## config.mk

```make
export PLATFORM = sky130hd
export DESIGN_NAME = id_ex_stage
export DESIGN_NICKNAME = d
export VERILOG_FILES = /design/src/rtl/id_ex_stage.sv
export SDC_FILE = /design/constraint.sdc
export NUM_CORES = 1
export LEC_CHECK = 0
export ABC_AREA = 1
export BUFFER_PORTS_ARGS = -buffer_cell sky130_fd_sc_hd__buf_2
export CAP_MARGIN = 20
export CORE_MARGIN = 4
export CORE_UTILIZATION = 35
export CTS_CLUSTER_SIZE = 25
export DETAILED_ROUTE_END_ITERATION = 10
export GPL_TIMING_DRIVEN = 0
export HOLD_SLACK_MARGIN = 0.06
export PLACE_DENSITY = 0.66
export SYNTH_ARGS = -nofsm -noshare
export SYNTH_HDL_FRONTEND = slang
export SYNTH_SLANG_ARGS = --single-unit
```

## constraint.sdc

```tcl
create_clock -name clk -period 2.1 [get_ports clk]
set_input_delay 0.21 -clock clk [delete_from_list [all_inputs] [get_ports clk]]
set_output_delay 0.21 -clock clk [all_outputs]
set_load 0.02 [all_outputs]
```

## src/rtl/id_ex_stage.sv

```systemverilog
// -----------------------------------------------------------------------------
// id_ex_stage
//   Pipeline register between decode/register-read and execute of the 32-bit
//   core. Captures decoded control and operands every cycle, bypasses same-cycle
//   writeback data, inserts a bubble on a load-use hazard, squashes on an
//   EX-resolved taken branch, holds while memory stalls, and counts bubbles.
//
// Ports:
//   clk, rst_n                     clock (rising edge), async active-low reset
//   D_valid                        decode slot holds a real instruction
//   D_ra, D_rb, D_rd               source / destination register indices
//   D_a, D_b                       ALU operands (PC / offset already muxed)
//   D_a2, D_b2                     raw register values of ra / rb
//   D_ld, D_str, D_brn, D_addi     decoded instruction class
//   D_we, D_op                     register write enable, ALU opcode
//   WB_we, WB_rd, WB_data_mem      writeback port (same cycle as regfile write)
//   EX_flush                       taken branch resolved in EX this cycle
//   M_stall                        memory stage cannot accept; hold EX
//   D_stall                        hold fetch/decode this cycle (combinational)
//   EX_*                           registered decode fields after bypass
//   bubble_cnt                     saturating count of load-use bubbles
//
// Valid/hold semantics: EX_valid qualifies the EX_* bundle. Decode advances into
// EX on every edge where D_stall is low; when D_stall is high the upstream stage
// must present the same instruction again on the next cycle. A flushed decode
// slot is dropped (D_stall stays low), never replayed.
// -----------------------------------------------------------------------------
module id_ex_stage #(
    parameter int XLEN      = 32,
    parameter int ADDR_SIZE = 5,
    parameter int OP_W      = 4,
    parameter int CNT_W     = 16
) (
    input  logic                 clk,
    input  logic                 rst_n,
    input  logic                 D_valid,
    input  logic [ADDR_SIZE-1:0] D_ra,
    input  logic [ADDR_SIZE-1:0] D_rb,
    input  logic [ADDR_SIZE-1:0] D_rd,
    input  logic [XLEN-1:0]      D_a,
    input  logic [XLEN-1:0]      D_b,
    input  logic [XLEN-1:0]      D_a2,
    input  logic [XLEN-1:0]      D_b2,
    input  logic                 D_ld,
    input  logic                 D_str,
    input  logic                 D_brn,
    input  logic                 D_addi,
    input  logic                 D_we,
    input  logic [OP_W-1:0]      D_op,
    input  logic                 WB_we,
    input  logic [ADDR_SIZE-1:0] WB_rd,
    input  logic [XLEN-1:0]      WB_data_mem,
    input  logic                 EX_flush,
    input  logic                 M_stall,
    output logic                 D_stall,
    output logic                 EX_valid,
    output logic [ADDR_SIZE-1:0] EX_ra,
    output logic [ADDR_SIZE-1:0] EX_rb,
    output logic [ADDR_SIZE-1:0] EX_rd,
    output logic [XLEN-1:0]      EX_a,
    output logic [XLEN-1:0]      EX_b,
    output logic [XLEN-1:0]      EX_a2,
    output logic [XLEN-1:0]      EX_b2,
    output logic                 EX_ld,
    output logic                 EX_str,
    output logic                 EX_brn,
    output logic                 EX_addi,
    output logic                 EX_we,
    output logic [OP_W-1:0]      EX_op,
    output logic [CNT_W-1:0]     bubble_cnt
);

    logic            uses_rb;
    logic            load_use;
    logic            byp_a;
    logic            byp_b;
    logic [XLEN-1:0] nx_a;
    logic [XLEN-1:0] nx_b;
    logic [XLEN-1:0] nx_a2;
    logic [XLEN-1:0] nx_b2;

    // Loads and addi take their second operand from the immediate, so rb is
    // not a true source for them.
    assign uses_rb  = !(D_ld || D_addi);
    assign load_use = D_valid && EX_valid && EX_ld && (EX_rd != '0) &&
                      ((D_ra == EX_rd) || (uses_rb && (D_rb == EX_rd)));

    // A flush discards the decode slot, so a hazard against it must not stall.
    assign D_stall  = M_stall || (load_use && !EX_flush);

    // The regfile writes on the same edge we capture, so its read port still
    // shows the old value; take the writeback data directly.
    assign byp_a = WB_we && (WB_rd != '0) && (WB_rd == D_ra);
    assign byp_b = WB_we && (WB_rd != '0) && (WB_rd == D_rb);

    // Branches carry PC in operand A; memory ops and addi carry the offset in B.
    assign nx_a2 = byp_a ? WB_data_mem : D_a2;
    assign nx_b2 = byp_b ? WB_data_mem : D_b2;
    assign nx_a  = (byp_a && !D_brn) ? WB_data_mem : D_a;
    assign nx_b  = (byp_b && !(D_ld || D_str || D_brn || D_addi)) ? WB_data_mem : D_b;

    always_ff @(posedge clk or negedge rst_n) begin
        if (!rst_n) begin
            EX_valid   <= 1'b0;
            EX_ra      <= '0;
            EX_rb      <= '0;
            EX_rd      <= '0;
            EX_a       <= '0;
            EX_b       <= '0;
            EX_a2      <= '0;
            EX_b2      <= '0;
            EX_ld      <= 1'b0;
            EX_str     <= 1'b0;
            EX_brn     <= 1'b0;
            EX_addi    <= 1'b0;
            EX_we      <= 1'b0;
            EX_op      <= '0;
            bubble_cnt <= '0;
        end else if (M_stall) begin
            // Hold everything; a pending flush is re-asserted by the branch
            // still sitting in EX once the stall clears.
        end else if (EX_flush || load_use || !D_valid) begin
            // Bubble: every field zero so nothing downstream has side effects.
            EX_valid <= 1'b0;
            EX_ra    <= '0;
            EX_rb    <= '0;
            EX_rd    <= '0;
            EX_a     <= '0;
            EX_b     <= '0;
            EX_a2    <= '0;
            EX_b2    <= '0;
            EX_ld    <= 1'b0;
            EX_str   <= 1'b0;
            EX_brn   <= 1'b0;
            EX_addi  <= 1'b0;
            EX_we    <= 1'b0;
            EX_op    <= '0;
            if (!EX_flush && load_use && (bubble_cnt != '1)) begin
                bubble_cnt <= bubble_cnt + CNT_W'(1);
            end
        end else begin
            EX_valid <= 1'b1;
            EX_ra    <= D_ra;
            EX_rb    <= D_rb;
            EX_rd    <= D_rd;
            EX_a     <= nx_a;
            EX_b     <= nx_b;
            EX_a2    <= nx_a2;
            EX_b2    <= nx_b2;
            EX_ld    <= D_ld;
            EX_str   <= D_str;
            EX_brn   <= D_brn;
            EX_addi  <= D_addi;
            EX_we    <= D_we;
            EX_op    <= D_op;
        end
    end

endmodule

```

# After elaboration in Yosys (flattened, before gate mapping)
# Cells that the tools add are included.
[op_classes]
addsub = 1
n_bitwise = 1
muxes = 18
n_reduce_logical = 28
n_eq_ne = 5
[op_table]
columns = ["op", "n"]
rows = [
  ["32-bit 2-to-1 mux", 8],
  ["5-bit equality test", 4],
  ["16-bit by 1-bit adder with 16-bit output (second input constant)", 1],
  ["16-bit != test (second input constant)", 1],
  ["5-bit 2-to-1 mux", 3],
  ["1-bit logical AND", 12],
  ["5-bit nonzero test", 2],
  ["1-bit logical OR", 8],
  ["1-bit 2-to-1 mux", 6],
  ["1-bit zero test", 5],
  ["4-bit 2-to-1 mux", 1],
  ["3-bit AND reduction", 1],
  ["1-bit NOT", 1],
]
[totals]
out_inout_bits = 170
reg_bits = 169

# Longest topological paths before layout
[depth]
depth_word = 8
ltp_mapped = 13
ltp_nobuf = 11

# Least setup slack after synthesis
# OpenSTA, ideal clock, no wires.
[synth_timing]
path_type = "register to register"
start = "register bubble_cnt[0]"
end = "register bubble_cnt[10]"
path_buffers = 0
arrival_ns = 1.645
path_slack_ns = 0.333
stages_incl_launch_ff = 9
synth_period_minus_slack_ns = 1.767
cell_sequence = "dfrtp_1 ha_1 nand3_1 nor2_1 nand3_1 nand4_1 inv_1 nand3_1 nand2_1"
[synth_via]
elab_chain_len = 3
[synth_lines]
columns = ["item", "line", "text"]
rows = [
  ["start, declared", "70", "output logic [CNT_W-1:0] bubble_cnt"],
  ["start signal, assigned", "139", "bubble_cnt <= bubble_cnt + CNT_W'(1);"],
  ["branches (longest 3 deep; another with 16-bit by 1-bit adder with 16-bit output)", "-", ""],
]
# Parallel ways; which one is timed is not known.
# A chain may end at the register's enable or synchronous reset.

# Worst setup path in the final report
[layout_timing]
start = "input port D_ra[4]"
end = "register EX_a2[29]"
[layout_via]
elab_chain_len = 6
[layout_lines]
columns = ["item", "line", "text"]
rows = [
  ["start, declared", "37", "input logic [ADDR_SIZE-1:0] D_ra,"],
  ["5-bit equality test", "86", "((D_ra == EX_rd) || (uses_rb && (D_rb == EX_rd)));"],
  ["1-bit logical OR", "86", ""],
  ["1-bit logical AND", "85", "assign load_use = D_valid && EX_valid && EX_ld && (EX_rd != '0) &&"],
  ["1-bit logical OR (2 in series)", "122", "end else if (EX_flush || load_use || !D_valid) begin"],
  ["32-bit 2-to-1 mux *", "122", ""],
  ["end signal, assigned", "148", "EX_a2 <= nx_a2;"],
  ["end, declared", "62", "output logic [XLEN-1:0] EX_a2,"],
]
# Every way passes the cells marked *; elsewhere a longest branch is shown, timed or not.

==> results_dict.tcl <==
set metrics [dict create \
    p_seq_frac 0.432 \
    critPathKind "primary input to flop" \
    end_kind "flop" \
    die_x_um 167 \
    p_leak_nw 7.21 \
    syn_nets 1444 \
    p_sw_mw 2.66 \
    fin_cells 2001 \
    dp_hpwl_mm 29.7 \
    ir_worst_vdd_mv 0.413 \
    status "complete, no violations" \
    ys_warn_count 0 \
    first_pass_iters 5 \
    final_antenna_net_count 0 \
    htree_levels 4 \
    layout_setup_ws_ns 0.0659 \
    drv_cap 0 \
    postLayoutCoreUtil 0.488 \
    fin_crit_ns 2.03 \
    numCtsBuffers 17 \
    slew_headroom 0.276 \
    gp_congestion 0.908 \
    netlist_top_cells_area "dfrtp_1 48%, nand2_1 29%, nand4_1 4.7%" \
    fin_nets 1857 \
    ys_async_sr_fraction 1.00 \
    fillCellCount 2572 \
    pwr-share-clk 0.386 \
    synth.largest_area_cell "dfrtp_1" \
    rows 57 \
    clk_pin_slew_worst_paths_ns 0.08 \
    setup_viol 0 \
    vias 9901 \
    synth-edff-count 0 \
    arrival_ns 2.40 \
    synthesis.area_mm2 0.00885 \
    p_sw_frac 0.325 \
    hold_viol 0 \
    cp-start-kind "primary input" \
    wl_per_cell_um 18.9 \
    use_met1 0.326 \
    r2r_cells 13 \
    place_inst 1936 \
    drt-vias-per-instance 4.95 \
    antenna_found_initial 5 \
    grt_max_degree 92 \
    initial_core_util 0.360 \
    r2r_end "EX_b[1]" \
    min_from "D_a[6]" \
    grt_pass1_wl_mm 57.0 \
    fin_skew_ns 0.0141 \
    cts-root-buf "clkbuf_16" \
    yosysMostFrequentCell "nand2_1" \
    met2_usage 0.452 \
    synthCells 1248 \
    grt_use_total 0.264 \
    clock-sinks 169 \
    drt_iter0_drc 872 \
    hold_depth 5 \
    yosysSeqAreaShare 0.478 \
    die-area_mm2 0.0279 \
    power_density_mw_per_mm2 680 \
    critPathMaxFanout 10 \
    grt_pass1_vias 9718 \
    cts_tree "done" \
    ff2ff_setup_slack_ns 0.14 \
    synth_top_cell_area_share 0.478 \
    fin_crit_sh 0.969 \
    p_int_mw 5.51 \
    core_mm2 0.0246 \
    worstHoldPathType "primary input to flop" \
    synth_cell_types 27 \
    drive_above_1_share 0.267 \
    io_pins 365 \
    hold_ws_ns 0.0790 \
    hold_path_end "EX_a[6]" \
    totalWireLength_mm 37.8 \
    drv_slew 0 \
    area_growth_pct 35.8 \
    avgSynthCellArea_um2 7.09 \
    reg2reg_from "EX_rd[2]" \
    ys_ff_latch 169 \
    fp.dieH_um 167 \
    timing.fmax_mhz 492 \
    clock_path_buffers 2 \
    synth_commonest_cells "673 x nand2_1, 169 x dfrtp_1, 74 x inv_1, 72 x o21ai_1, 66 x nand4_1" \
    max_slew.worst_pin.slew_ns 1.08 \
    insertion_delay_ns 0.43 \
    required_ns 2.47 \
    port_buffers 363 \
    p_comb_frac 0.183 \
    top_usage_layer "met2" \
    ys.flop_type "dfrtp_1" \
    met3_usage 0.0552 \
    post-place-ws_ns -0.283 \
    rsz0062_at_grt "true" \
    drc 0 \
    globalRouteOverflowTotal 0 \
]
[critical path, cell delays in order]
cell and delay, ns:
buf_2 0.13, xor2_1 0.16, nor2_1 0.82, nand2_2 0.35
clkbuf_1 0.34, o21ai_1 0.23, nand2_1 0.07, nand2_1 0.06
[layout make-up]
| class | instances | area, µm² | share of cell area |
|---|---|---|---|
| flip-flops and latches | 169 | 4230 | 0.352 |
| multi-input cells | 929 | 4010 | 0.334 |
| repair buffers | 394 | 2140 | 0.179 |
| clock buffers | 17 | 425 | 0.0354 |
| well taps | 324 | 405 | 0.0337 |
| plain buffers | 69 | 333 | 0.0277 |
| inverters | 81 | 304 | 0.0253 |
| clock inverters | 15 | 153 | 0.0127 |
| diodes | 3 | 7.51 | 0.000625 |
[power groups by stage]
| stage | Combinational (mW) | Clock, mW | Sequential, mW |
|---|---|---|---|
| 4_1_cts | 1.49 | 3.21 | 3.52 |
| 5_1_grt | 1.62 | 3.35 | 3.54 |
| 6_report | 1.49 | 3.15 | 3.53 |
| 2_1_floorplan | 0.490 | 0 | 3.79 |
| 3_3_place_gp | 1.43 | 0 | 3.58 |
| 3_5_place_dp | 1.44 | 0 | 3.58 |
[flip-flops by register name, summed over array words and instances, names as in the netlist, 4 cells and up]
register	cells
EX_op	4
EX_rd	5
EX_a	32
EX_a2	32
EX_b2	32
EX_b	32
bubble_cnt	16
EX_rb	5
EX_ra	5
[kinds of logic after synthesis]
group                    synth area share
flip-flops                          0.478
XOR/XNOR                           0.0178
AND/OR/NAND/NOR                     0.380
AO/OA/AOI/OAI                      0.0533
adder cells (fa/ha/maj)           0.00141
buffers and inverters              0.0694
[what timing repair did]
action	CTS	global route
hold endpoints to repair	114	0
pin swaps	1	1
hold buffers	25	0
buffers inserted	2	3
endpoints found under the setup margin	50	121
resized for setup	0	14
[cells in the final DEF (no fill, tap or decap), drive strengths merged]
cell type and count:
a21oi 1, buf 391, clkbuf 64, clkinv 6, clkinvlp 2, dfrtp 169, diode 3, dlygate4sd3 25
ha 1, inv 88, nand2 675, nand3 36, nand3b 5, nand4 66, nor2 30, nor3 7
nor4 1, o21ai 82, o21bai 7, xnor2 5, xor2 13
[stage by stage]
stage	power [mW]	TNS, ns	instance area, µm²
global route	8.52	-0.571	12000
CTS	8.22	0	12000
finish	8.17	0	12000
detailed placement	5.03	-17.25	11100
floorplan	4.28	0	8850
global placement	5.01	-362.56	11100
[worst max-delay path by stage]
stage / start / to / slack, ns / cells past startpoint
floorplan: bubble_cnt[0] / bubble_cnt[10] / 0.33 / 8
global placement: rst_n / EX_a2[19] / -2.06 / 1
detailed placement: D_addi / EX_b[1] / -0.28 / 8
CTS: bubble_cnt[0] / bubble_cnt[15] / 0.03 / 8
global route: EX_rd[2] / EX_b[1] / -0.04 / 13
finish: D_ra[4] / EX_a2[29] / 0.07 / 8
[layer usage]
| metal | part of all wire | vias to the layer above |
|---|---|---|
| met4 | 0.042 | 4 |
| met2 | 0.48 | 450 |
| met5 | 0.00069 | - |
| met3 | 0.078 | 79 |
| met1 | 0.39 | 4613 |
| li1 | - | 4755 |
No activity file was read; power rests on OpenSTA's default activity.
